**src/rtl/coin_accumulator.sv**
```systemverilog
// coin_accumulator
// Credit-accumulation stage that sits in front of main_controller. It validates
// and sums inserted coins against the price of the selected item. It raises
// currency_avail once the credit covers the price and holds it until
// dispense_enable arrives. It then pays out change, or refunds the whole credit
// on cancel, on timeout, or when the machine enters config mode.
//
// Ports
//   clk             system clock, rising edge
//   rst             synchronous active-high reset
//   cfg_mode        machine in configuration mode (no vending, forces refund)
//   price_valid     one-cycle pulse: new selection, price is valid
//   price           price of the selected item
//   coin_valid      one-cycle pulse: a coin was detected
//   coin_type       denomination code (3 = invalid)
//   cancel          customer cancel pulse
//   dispense_enable item committed by main_controller
//   currency_avail  credit covers price (high while PAID)
//   credit          accumulated credit
//   coin_reject     one-cycle pulse: last coin returned, not credited
//   change_valid    one-cycle pulse: change_amount is to be paid out
//   change_amount   amount to return, valid with change_valid
module coin_accumulator #(
  parameter int CREDIT_W    = 8,
  parameter int COIN0_VAL   = 5,
  parameter int COIN1_VAL   = 10,
  parameter int COIN2_VAL   = 25,
  parameter int TIMEOUT_CYC = 1000
) (
  input  logic                clk,
  input  logic                rst,
  input  logic                cfg_mode,
  input  logic                price_valid,
  input  logic [CREDIT_W-1:0] price,
  input  logic                coin_valid,
  input  logic [1:0]          coin_type,
  input  logic                cancel,
  input  logic                dispense_enable,
  output logic                currency_avail,
  output logic [CREDIT_W-1:0] credit,
  output logic                coin_reject,
  output logic                change_valid,
  output logic [CREDIT_W-1:0] change_amount
);

  localparam int TMR_W = $clog2(TIMEOUT_CYC);
  localparam logic [TMR_W-1:0] TMR_LAST = TMR_W'(TIMEOUT_CYC - 1);

  typedef enum logic [1:0] {
    IDLE    = 2'd0,
    COLLECT = 2'd1,
    PAID    = 2'd2,
    PAYOUT  = 2'd3
  } state_t;

  state_t              state_q, state_d;
  logic [CREDIT_W-1:0] credit_q, credit_d;
  logic [CREDIT_W-1:0] price_q, price_d;
  logic [TMR_W-1:0]    tmr_q, tmr_d;
  logic                avail_q, avail_d;
  logic                reject_q, reject_d;
  logic                chg_vld_q, chg_vld_d;
  logic [CREDIT_W-1:0] chg_amt_q, chg_amt_d;

  logic [CREDIT_W:0]   sum;
  logic                coin_ok;

  // Value of a coin code, one bit wider than credit so the sum cannot wrap.
  function automatic logic [CREDIT_W:0] coin_value(input logic [1:0] t);
    case (t)
      2'd0:    coin_value = (CREDIT_W+1)'(COIN0_VAL);
      2'd1:    coin_value = (CREDIT_W+1)'(COIN1_VAL);
      2'd2:    coin_value = (CREDIT_W+1)'(COIN2_VAL);
      default: coin_value = '0;
    endcase
  endfunction

  // A coin is creditable only if it is a valid denomination and the new total
  // still fits in CREDIT_W bits (the total saturates by rejection, never wraps).
  function automatic logic coin_fits(input logic [1:0] t, input logic [CREDIT_W:0] s);
    coin_fits = (t != 2'd3) && !s[CREDIT_W];
  endfunction

  assign sum     = {1'b0, credit_q} + coin_value(coin_type);
  assign coin_ok = coin_valid && coin_fits(coin_type, sum);

  always_comb begin
    state_d   = state_q;
    credit_d  = credit_q;
    price_d   = price_q;
    tmr_d     = '0;
    chg_amt_d = chg_amt_q;
    // Every coin is returned unless COLLECT explicitly accepts it below.
    reject_d  = coin_valid;

    case (state_q)
      IDLE: begin
        credit_d = '0;
        if (price_valid && !cfg_mode) begin
          price_d = price;
          state_d = COLLECT;
        end
      end

      COLLECT: begin
        if (cancel || cfg_mode) begin
          // Refund wins over a simultaneous coin, which is returned.
          chg_amt_d = credit_q;
          state_d   = PAYOUT;
        end else begin
          if (coin_valid) begin
            if (coin_ok) begin
              credit_d = sum[CREDIT_W-1:0];
              reject_d = 1'b0;
            end
          end else if (tmr_q == TMR_LAST) begin
            chg_amt_d = credit_q;
            state_d   = PAYOUT;
          end else begin
            tmr_d = tmr_q + 1'b1;
          end
          // Covers both a paying coin and a zero price selected last cycle.
          if (state_d == COLLECT && credit_d >= price_q) begin
            state_d = PAID;
          end
        end
      end

      PAID: begin
        // A committed item is never refunded.
        if (dispense_enable) begin
          chg_amt_d = credit_q - price_q;
          state_d   = PAYOUT;
        end else if (cancel || cfg_mode) begin
          chg_amt_d = credit_q;
          state_d   = PAYOUT;
        end
      end

      PAYOUT: begin
        credit_d = '0;
        state_d  = IDLE;
      end

      default: state_d = IDLE;
    endcase

    avail_d   = (state_d == PAID);
    chg_vld_d = (state_d == PAYOUT);
  end

  always_ff @(posedge clk) begin
    if (rst) begin
      state_q   <= IDLE;
      credit_q  <= '0;
      price_q   <= '0;
      tmr_q     <= '0;
      avail_q   <= 1'b0;
      reject_q  <= 1'b0;
      chg_vld_q <= 1'b0;
      chg_amt_q <= '0;
    end else begin
      state_q   <= state_d;
      credit_q  <= credit_d;
      price_q   <= price_d;
      tmr_q     <= tmr_d;
      avail_q   <= avail_d;
      reject_q  <= reject_d;
      chg_vld_q <= chg_vld_d;
      chg_amt_q <= chg_amt_d;
    end
  end

  assign currency_avail = avail_q;
  assign credit         = credit_q;
  assign coin_reject    = reject_q;
  assign change_valid   = chg_vld_q;
  assign change_amount  = chg_amt_q;

endmodule

```
**config.mk**
```make
export PLATFORM = sky130hd
export DESIGN_NAME = coin_accumulator
export DESIGN_NICKNAME = d
export VERILOG_FILES = /design/src/rtl/coin_accumulator.sv
export SDC_FILE = /design/constraint.sdc
export NUM_CORES = 1
export LEC_CHECK = 0
export CAP_MARGIN = 20
export CORE_MARGIN = 3
export CORE_UTILIZATION = 50
export CTS_BUF_LIST = sky130_fd_sc_hd__clkbuf_16
export DETAILED_ROUTE_END_ITERATION = 10
export PLACE_DENSITY = 0.86
export SLEW_MARGIN = 5
export SYNTH_ARGS = -nofsm -noshare
export SYNTH_HDL_FRONTEND = slang
export SYNTH_SLANG_ARGS = --single-unit
```
**constraint.sdc**
```tcl
create_clock -name clk -period 3.36 [get_ports clk]
set_input_delay 0.504 -clock clk [delete_from_list [all_inputs] [get_ports clk]]
set_output_delay 0.504 -clock clk [all_outputs]
set_load 0.02 [all_outputs]
```
# Word level (Yosys, flattened, before mapping)
# Index checks and enable logic that the tools add are counted.
# word_totals
out_inout_bits,19
inputBits,17
ff_bits,39
wordCells,70
# classes
reduce_logical,16
n_addsub,3
muxes,27
n_eq_ne,14
magnitude_cmp,1
bitwise_logic,1
# op_table
operator,n
8-bit 2-to-1 mux,10
8-bit case mux with 2 select lines,2
2-bit 2-to-1 mux,9
5-bit case mux with 3 select lines,1
"10-bit by 1-bit adder with 10-bit output, second input constant",1
"10-bit equality test, second input constant",1
"2-bit equality test, second input constant",5
8-bit by 9-bit adder with 9-bit output,1
"3-bit inequality test, second input constant",3
8-bit >= comparator,1
2-bit case mux with 4 select lines,1
8-bit subtractor,1
"2-bit by 1-bit equality test with 1-bit output, second input constant",3
5-bit OR reduction,1
1-bit logical AND,4
2-bit zero test,2
1-bit 2-to-1 mux,4
"2-bit inequality test, second input constant",2
2-bit AND reduction,2
4-bit AND reduction,1
2-bit nonzero test,2
1-bit zero test,2
2-bit OR reduction,1
1-bit logical OR,1
1-bit NOT,1

# Longest topological paths before layout
# Gate-level depths: netlist of the first run.
# depth
ltp_word,16
ltp_mapped,18
ltp_nobuf,17

# Least setup slack after synthesis of the first run
# OpenSTA, ideal clock, no wires.
# synth_path
path_type,input -> register
from,input port coin_type[1]
to,"register avail_q, in the netlist currency_avail"
t_arrival_ps,3434
setup_ps,126
path_stages,16
path_slack_ps,-200
required_ps,3234
path_buffers,0
path_cell_list,inv_1 ha_1 inv_1 fa_1 nor2b_1 o21a_1 o21ai_1 a21oi_2 mux2i_1 ha_1 nand2b_1 a2111o_1 a31oi_1 o22ai_1 a311o_1 nor2b_1
# synth_between
elab_chain_len,16
elab_cells_between_ends,19
cone_classes,add/sub (1); order compare (1); eq/ne (4); mux (8); reduce/logical (5)
# synth_lines
item,line,text
from (decl),36,"input logic [1:0] coin_type,"
2-bit equality test (tied with other cells),70,case (t)
5-bit case mux with 3 select lines,70,
8-bit by 9-bit adder with 9-bit output,84,"assign sum = {1'b0, credit_q} + coin_value(coin_type);"
1-bit zero test,81,coin_fits = (t != 2'd3) && !s[CREDIT_W];
1-bit logical AND,81,
1-bit logical AND,85,"assign coin_ok = coin_valid && coin_fits(coin_type, sum);"
8-bit 2-to-1 mux *,112,if (coin_ok) begin
8-bit 2-to-1 mux *,111,if (coin_valid) begin
8-bit 2-to-1 mux *,106,if (cancel || cfg_mode) begin
8-bit 2-to-1 mux *,96,case (state_q)
8-bit >= comparator *,123,if (state_d == COLLECT && credit_d >= price_q) begin
1-bit logical AND *,123,
2-bit 2-to-1 mux *,123,
2-bit 2-to-1 mux *,106,
2-bit case mux with 4 select lines *,96,
2-bit equality test *,148,avail_d = (state_d == PAID);
to (signal assigned),167,avail_q <= avail_d;
to (decl),60,"logic avail_q, avail_d;"
# Every way passes the cells marked *; elsewhere a longest branch is shown, timed or not. The select of a mux whose other input is x is not followed.
# A chain may end at the register's enable or synchronous reset.

# Worst setup path after layout of the first run
# layout_path
from,input port coin_type[0]
to,"register avail_q, in the netlist currency_avail"
# The elaborated chain is that of the path after synthesis.

==> summary.md, run 1 <==
The run gives 0 as the max-cap check violation count. Setup violations remaining at the end of the flow were counted as 0. The highest-delay cell along the critical path is sky130_fd_sc_hd__a2111o_1. For the number of global-route vias before repair, the log shows 2,334. Headroom to the max-slew limit came out at 53.38%.

The cell sitting at the root of the clock tree is a sky130_fd_sc_hd__clkbuf_16. The final setup skew is 0.003520 ns, and the detailed-route wire length is 6.321 mm. For this run, design rule violations remaining after detail routing come to 0. Synthesized net count: 366. The required arrival time at the worst endpoint was 3.53 ns; the largest stage delay on the critical path was 0.40 ns. The worst setup path category was input pin to flip-flop. The number of hold buffers added after CTS was 0. For this configuration, the core starts out at a cell density of 53.62%. The post-synthesis average cell area is 8.227 um2. The power density relative to cell area came out at 509.6 mW/mm2.

The total power draw came out at 1.761 mW. The number of antenna repair diodes is 0, and the cell area after synthesis is 0.002616 mm2. In this run the horizontal extent of the chip is 78.34 um. The commonest cells after synthesis are sky130_fd_sc_hd__dfxtp_1 (39), sky130_fd_sc_hd__nor2_1 (31), sky130_fd_sc_hd__ha_1 (29). The tools report the post-synthesis instance total as 318.

The area growth from synthesis to layout is 32.09%. The number of vias per cell after detailed routing was 5.531. Of the cells placed in the final design, the portion with a size suffix greater than 1 is 16.62%. In this run the standard cell core region covers 0.004880 mm2.

Yosys printed 0 warnings. The die covers 0.006136 mm2. Once layout is complete, the cells apart from fillers number 446. At the end of routability-driven placement, the weighted congestion stood at 0.8683.

The flop and latch count out of synthesis came out at 39. The first TritonRoute pass finished after 5 iterations. The count of buffers inserted at the top-level ports came out at 35. The most common cell in the synthesized netlist is sky130_fd_sc_hd__dfxtp_1. For this block, the initial DRC count from the detailed router was 147.

The post-route core utilization came out at 70.82%. TritonCTS built the clock tree. The initial antenna violation count was 0; the routed length per placed instance was 14.17 um. In this run the vertical extent of the chip is 78.34 um. The post-CTS clock slew at the launch and capture registers of the worst setup and hold paths is 0.06 ns, and the TritonCTS buffer count is 5. The flow ran to the end, and the final reports show no timing, DRC or antenna violations. The run gives 2 as the maximum buffer depth of the clock tree. The logs give 0 for the count of pins over their slew limit and 426 for the number of nets in the layout. Setup repair after global routing could not meet its margin everywhere. The slew at the pin closest to its max-slew limit was 0.6993 ns; the number of synthesized flops with an enable pin was 0.

Of all nets on the critical path, the largest fanout is 3. In the post-route analysis, the smallest setup slack over all paths is 0.02516 ns. Timing would allow up to 299.9 MHz. For the overall overflow remaining after global route, the log shows 0. By area the synthesized netlist is led by sky130_fd_sc_hd__dfxtp_1 (30%), sky130_fd_sc_hd__ha_1 (14%), sky130_fd_sc_hd__nor2_1 (4.4%). The logs give 55 for the number of unique standard cell types used by synthesis and 3.50 ns for the data arrival at the endpoint of the critical path. The initialized floorplan defines 25 standard-cell rows.

For the number of placed instances with taps included, the log shows 432. Category of the worst setup path launch point: an input pin. The logs give 39 for the clock sink total and 2,467 for the total via count after detailed routing.

Sequential cells were found to cover 29.84% of the synthesized design area. In this run the number of H-tree levels came out at 2. The most used flip-flop cell after synthesis is sky130_fd_sc_hd__dfxtp_1. Of all flip-flops after synthesis, the portion carrying an async set or reset was 0%. In this run the remaining antenna-violating nets after routing total 0. The clock reaches the later pin of the worst-skew pair after 0.28 ns.

The first global-routing pass estimated 10.48 mm of wire. The top cell type by area accounts for 29.84% of the synthesized area. The final period demand of the worst path works out to 3.335 ns. The period utilization is 99.25%, and the worst supply voltage drop on vdd is 0.0004011 V. For the number of top-level design ports, the log shows 36. The worst setup path is captured at a flip-flop.

Worst min-delay path class: flip-flop to flip-flop. The wire-length estimate of the detail-placed layout is 4.590 mm. Final hold analysis gives a worst-case slack of 0.4411 ns.

OpenSTA, run right after detailed placement, puts the worst setup slack at -0.9185 ns. The largest area contributor in the synthesized netlist was sky130_fd_sc_hd__dfxtp_1. Entering global routing, the biggest net connects 17 pins. The critical path goes through buf_12 -> inv_16 -> ha_4 -> inv_2 -> fa_2 -> nor2b_2 -> o21a_1 -> o21ai_2 -> a21oi_4 -> mux2i_1 -> ha_1 -> nand2b_4 -> a2111o_1 -> a31oi_1 -> o22ai_2 -> a311o_1 -> nor2b_1.

In the global route stage, overall resource usage came out at 21.16%. The run gives 0 as the count of endpoints failing hold in the final timing report. In this run the static leakage power is 1.339 nW.
-- path summary, 6_finish.rpt --
| path | from | end | slack, ns | depth (start not counted) |
|---|---|---|---|---|
| max | coin_type[0] | currency_avail | 0.03 | 17 |
| min | tmr_q[0] | tmr_q[0] | 0.44 | 1 |
| max reg2reg | credit[0] | currency_avail | 0.06 | 15 |
| min reg2reg | tmr_q[0] | tmr_q[0] | 0.44 | 1 |
-- state kept, by name, summed over array words and instances (netlist names) --
name	cells
currency_avail	1
change_amount	8
change_valid	1
coin_reject	1
credit	8
state_q	2
price_q	8
tmr_q	10
-- per-layer routing --
| layer | vias up | wire length [um] | track usage, % |
|---|---|---|---|
| met5 | - | 0 | 0 |
| met4 | 0 | 108 | 6.993 |
| met3 | 12 | 346 | 3.670 |
| met2 | 89 | 3009 | 36.56 |
| met1 | 1128 | 2857 | 26.63 |
| li1 | 1238 | - | - |
-- cell usage in the layout, fill, tap and decap left out, drive strengths merged, types with 3 or more instances in the layout --
cell type and instances:
nand2b 5, clkdlybuf4s50 33, xor2 7, buf 31, nand4 3, nand2 28, nor2b 8, a31oi 3
dfxtp 39, nor4 3, a21o 3, o21ai 17, mux2i 5, or4 3, nor2 33, nor3b 3
ha 29, inv 26, clkbuf 5, xnor2 8, o21a 6, a21oi 17, nor3 12, a311oi 4
nand3 18
-- layout make-up --
class                      count  area [um2]
tap                           67       83.83
sequential                    39       783.3
clock buffer                   5       125.1
multi-input combinational    244        1763
timing repair buffer          64       579.3
fill                         384        1424
inverter                      24       108.9
clock inverter                 3       12.51
-- timing repair --
| action | 4_1_cts | 5_1_grt |
|---|---|---|
| pin swaps | 11 | 1 |
| buffers inserted | 4 | 3 |
| hold endpoints to repair | 0 | 0 |
| gates resized for setup | 12 | 8 |
| endpoints found under the setup margin | 4 | 4 |
-- worst max-delay path: cells and delay by family --
| kind | cells | cell delay, ns |
|---|---|---|
| compound gates | 7 | 1.41 |
| fa+ha+maj | 3 | 0.73 |
| simple gates | 3 | 0.39 |
| mux | 1 | 0.26 |
| buf+inv | 3 | 0.20 |
-- through the flow --
step / TNS [ns] / cell area [um2]
floorplan: -0.07336 / 2676
global placement: -2.964 / 3246
detailed placement: -3.336 / 3246
CTS: 0 / 3397
global route: -0.2596 / 3456
finish: 0 / 3456
-- where the power goes --
| part | switching (mW) | leakage, nW | internal [mW] |
|---|---|---|---|
| Clock | 0.179 | 0.0762 | 0.268 |
| Sequential | 0.0448 | 0.317 | 0.526 |
| Combinational | 0.412 | 0.945 | 0.332 |
-- kinds of logic (layout without fill, tap and decap cells) --
logic type | after synthesis | after routing | synth area share, %
buffers and inverters | 35 | 96 | 5.356
multiplexers | 6 | 6 | 2.343
AND/OR/NAND/NOR | 126 | 126 | 24.58
XOR/XNOR | 15 | 15 | 5.022
AO/OA/AOI/OAI | 66 | 66 | 17.46
flip-flops | 39 | 39 | 29.84
adder cells (fa/ha/maj) | 31 | 31 | 15.40
Note: power is estimated with default switching activity, not from simulation.
==> inputs of run 2 (changes only) <==
--- a/config.mk
+++ b/config.mk
@@ -11,6 +11,7 @@
 export CTS_BUF_LIST = sky130_fd_sc_hd__clkbuf_16
 export DETAILED_ROUTE_END_ITERATION = 10
 export PLACE_DENSITY = 0.86
+export RECOVER_POWER = 25
 export SLEW_MARGIN = 5
 export SYNTH_ARGS = -nofsm -noshare
 export SYNTH_HDL_FRONTEND = slang
==> run 2 against run 1 <==
  * Critical path type unchanged
  * Largest cell class unchanged
  * Sequential power about the same
  * Global-route usage unchanged
  * Cell count unchanged
  * Clock power about the same
  * Critical path depth unchanged
  * Fmax about the same
==> summary.md, run 2 (same netlist as run 1, synthesis figures left out) <==
The pin count of the biggest net entering global routing is 17. The tools report the category of the worst setup path launch point as an input pin. Once the floorplan was initialized, standard cells occupied 53.62% of the core. The run gives 299.7 MHz as the fmax. The flow ran to the end, and the final reports show no timing, DRC or antenna violations.

For the die area, the log shows 0.006136 mm2. After clock tree synthesis, the clock-pin slew on the worst setup and hold paths is 0.06 ns. The floorplan has 25 rows. The run gives 0 as the count of endpoints failing hold in the final timing report. TritonCTS built the clock tree. The number of global-route vias before repair is 2,334, and the horizontal die dimension is 78.34 um.

The number of antenna repair diodes is 0, and the number of hold buffers added after CTS is 0. In this run, CTS created clock tree buffers numbering 5. Of the available clock period, the critical path in the final layout requires 99.32%.

Detailed-route wire length: 6.314 mm. The worst-case IR drop observed on VDD is 0.0004009 V. The first-pass GRT wire length is 10.48 mm. The register with the most flip-flops in the layout has 10 of them. The number of nets in the layout is 426, and the largest fanout of any net on the critical path is 3. Setup total negative slack on the finished layout was measured at 0 ns.

Summing over every cut layer, the via total after detailed routing is 2,462. The post-route netlist has 16.36% of its cells at a drive strength greater than 1. The logs give 1.123 mW for the cell-internal power and 0 for the count of pins over their slew limit. The area growth from synthesis to layout is 31.95%.

For this run, the detailed router's first-pass iteration total came to 5. STA puts the critical path data required time at 3.53 ns. The sequential cell fraction of total power was 32.5%. The run gives 0 as the DRC violation count after routing. The standby leakage power is 1.344 nW. In the final routed layout, each cell accounts on average for 14.16 um. Setup repair after global routing could not meet its margin everywhere. In this run the cell area measured after placement is 0.003246 mm2. Setup violations remaining at the end of the flow were counted as 0.

The largest stage delay on the critical path came out at 0.40 ns. For the clock sink total, the log shows 39. After routing the design area is 0.003452 mm2.

The library cell used most frequently in the layout, excluding fill and tap cells, is sky130_fd_sc_hd__dfxtp_1. The final period demand of the worst path came out at 3.337 ns. Number of vias per cell after detailed routing: 5.520. Power density relative to cell area: 509.2 mW/mm2.

Cell at the root of the clock tree: sky130_fd_sc_hd__clkbuf_16. In the layout the commonest cells are sky130_fd_sc_hd__dfxtp_1 (37), sky130_fd_sc_hd__nor2_1 (31), sky130_fd_sc_hd__nand2_1 (28), sky130_fd_sc_hd__clkdlybuf4s50_1 (28), sky130_fd_sc_hd__buf_4 (28). At the placement stage, the worst setup path has a slack of -0.9185 ns. For the pin with the worst max-slew slack, the measured transition is 0.6952 ns. The count of nets left with antenna violations once routing finished came out at 0.

Number of fillers in the final layout: 386. The max-slew headroom at the worst pin came out at 53.65%. For the clock latency at the later pin of the worst-skew pair, the log shows 0.28 ns. The fraction of power spent switching nets was 36.09%. The worst setup path is captured at a flip-flop. The tool flagged a number of max-cap violations equal to 0. Of the total power, combinational logic draws 42.2%. The logs give 0.02277 ns for the post-route worst setup slack and 0.6344 mW for the reported net switching power. More flip-flops sit in one register than any other, and that register is tmr_q. Die height: 78.34 um. Per report_power, the clock group accounts for 25.4% of the total. For this design the top-level I/O count stands at 36.

The run gives 0 as the initial antenna violation count. The clock passes through at most 2 buffers. The H-tree was split into 2 levels. The floorplan step defined a core boundary enclosing 0.004880 mm2. The min-delay analysis places its worst path in the category flip-flop to flip-flop. Placed wire-length estimate: 4.590 mm.

Routability-driven placement finished with a final weighted congestion of 0.8683. Global routing usage summed across all routing layers: 21.16%. The iteration-0 DRC count of the detailed router is 146.

Traced cell by cell, the critical path runs through buf_12 -> inv_16 -> ha_4 -> inv_2 -> fa_2 -> nor2b_2 -> o21a_1 -> o21ai_2 -> a21oi_4 -> mux2i_1 -> ha_1 -> nand2b_4 -> a2111o_1 -> a31oi_1 -> o22ai_2 -> a311o_1 -> nor2b_1. Clock skew on the completed layout was measured at 0.003641 ns. The overall overflow remaining after global route came out at 0.

Count of buffers inserted at the top-level ports: 35. Highest-delay cell along the critical path: sky130_fd_sc_hd__a2111o_1. The worst setup path category was input pin to flip-flop. Data on the critical path arrives at its endpoint at 3.51 ns.
==> run 2: cell type report <==
| type | count | area, um2 | area share (%) |
|---|---|---|---|
| Clock buffer | 5 | 125.1 | 3.625 |
| Clock inverter | 3 | 12.51 | 0.3625 |
| Inverter | 24 | 108.9 | 3.153 |
| Multi-Input combinational cell | 244 | 1763 | 51.07 |
| Sequential cell | 39 | 783.3 | 22.69 |
| Tap cell | 67 | 83.83 | 2.428 |
| Timing Repair Buffer | 64 | 575.6 | 16.67 |
==> run 2: worst max-delay path: cells and delay by family <==
family	cells	cell delay [ns]
mux	1	0.26
simple gates	3	0.39
fa+ha+maj	3	0.73
buf+inv	3	0.20
compound gates	7	1.41
==> run 2: layer usage <==
metal  wire length (um)  global-route usage, %  up-vias
li1                   -                      -     1238
met4                111                  6.993        0
met1               2885                  26.63     1132
met3                322                  3.670       14
met2               2995                  36.56       78
met5                  0                      0        -
==> run 2: path summary, 6_finish.rpt <==
kind         depth (start not counted)    startpoint             end  slack (ns)
max                                 17  coin_type[0]  currency_avail        0.02
min                                  1      tmr_q[0]        tmr_q[0]        0.44
max reg2reg                         15     credit[0]  currency_avail        0.06
min reg2reg                          1      tmr_q[0]        tmr_q[0]        0.44
==> run 2: per-stage QoR <==
step           total power, mW  util, %  hold slack [ns]  cells
2_1_floorplan            1.079        -           0.4175    318
3_3_place_gp             1.279    66.51           0.4292    432
3_5_place_dp             1.294    66.51           0.4353    432
4_1_cts                  1.753    69.62           0.4485    443
5_1_grt                  1.865    70.74           0.4801    446
6_report                 1.758    70.74           0.4411    446
==> run 2: repair_timing <==
action,in CTS,in global routing
resized for setup,12,8
buffers inserted,4,3
pin swaps,11,1
endpoints found under the setup margin,4,4
==> run 2: power groups by stage <==
stage / combinational [mW] / clock [mW] / sequential [mW]
after floorplan: 0.457 / 0 / 0.622
after global routing: 0.807 / 0.478 / 0.579
after detailed placement: 0.716 / 0 / 0.579
after global placement: 0.704 / 0 / 0.575
final: 0.741 / 0.446 / 0.571
after CTS: 0.729 / 0.454 / 0.570
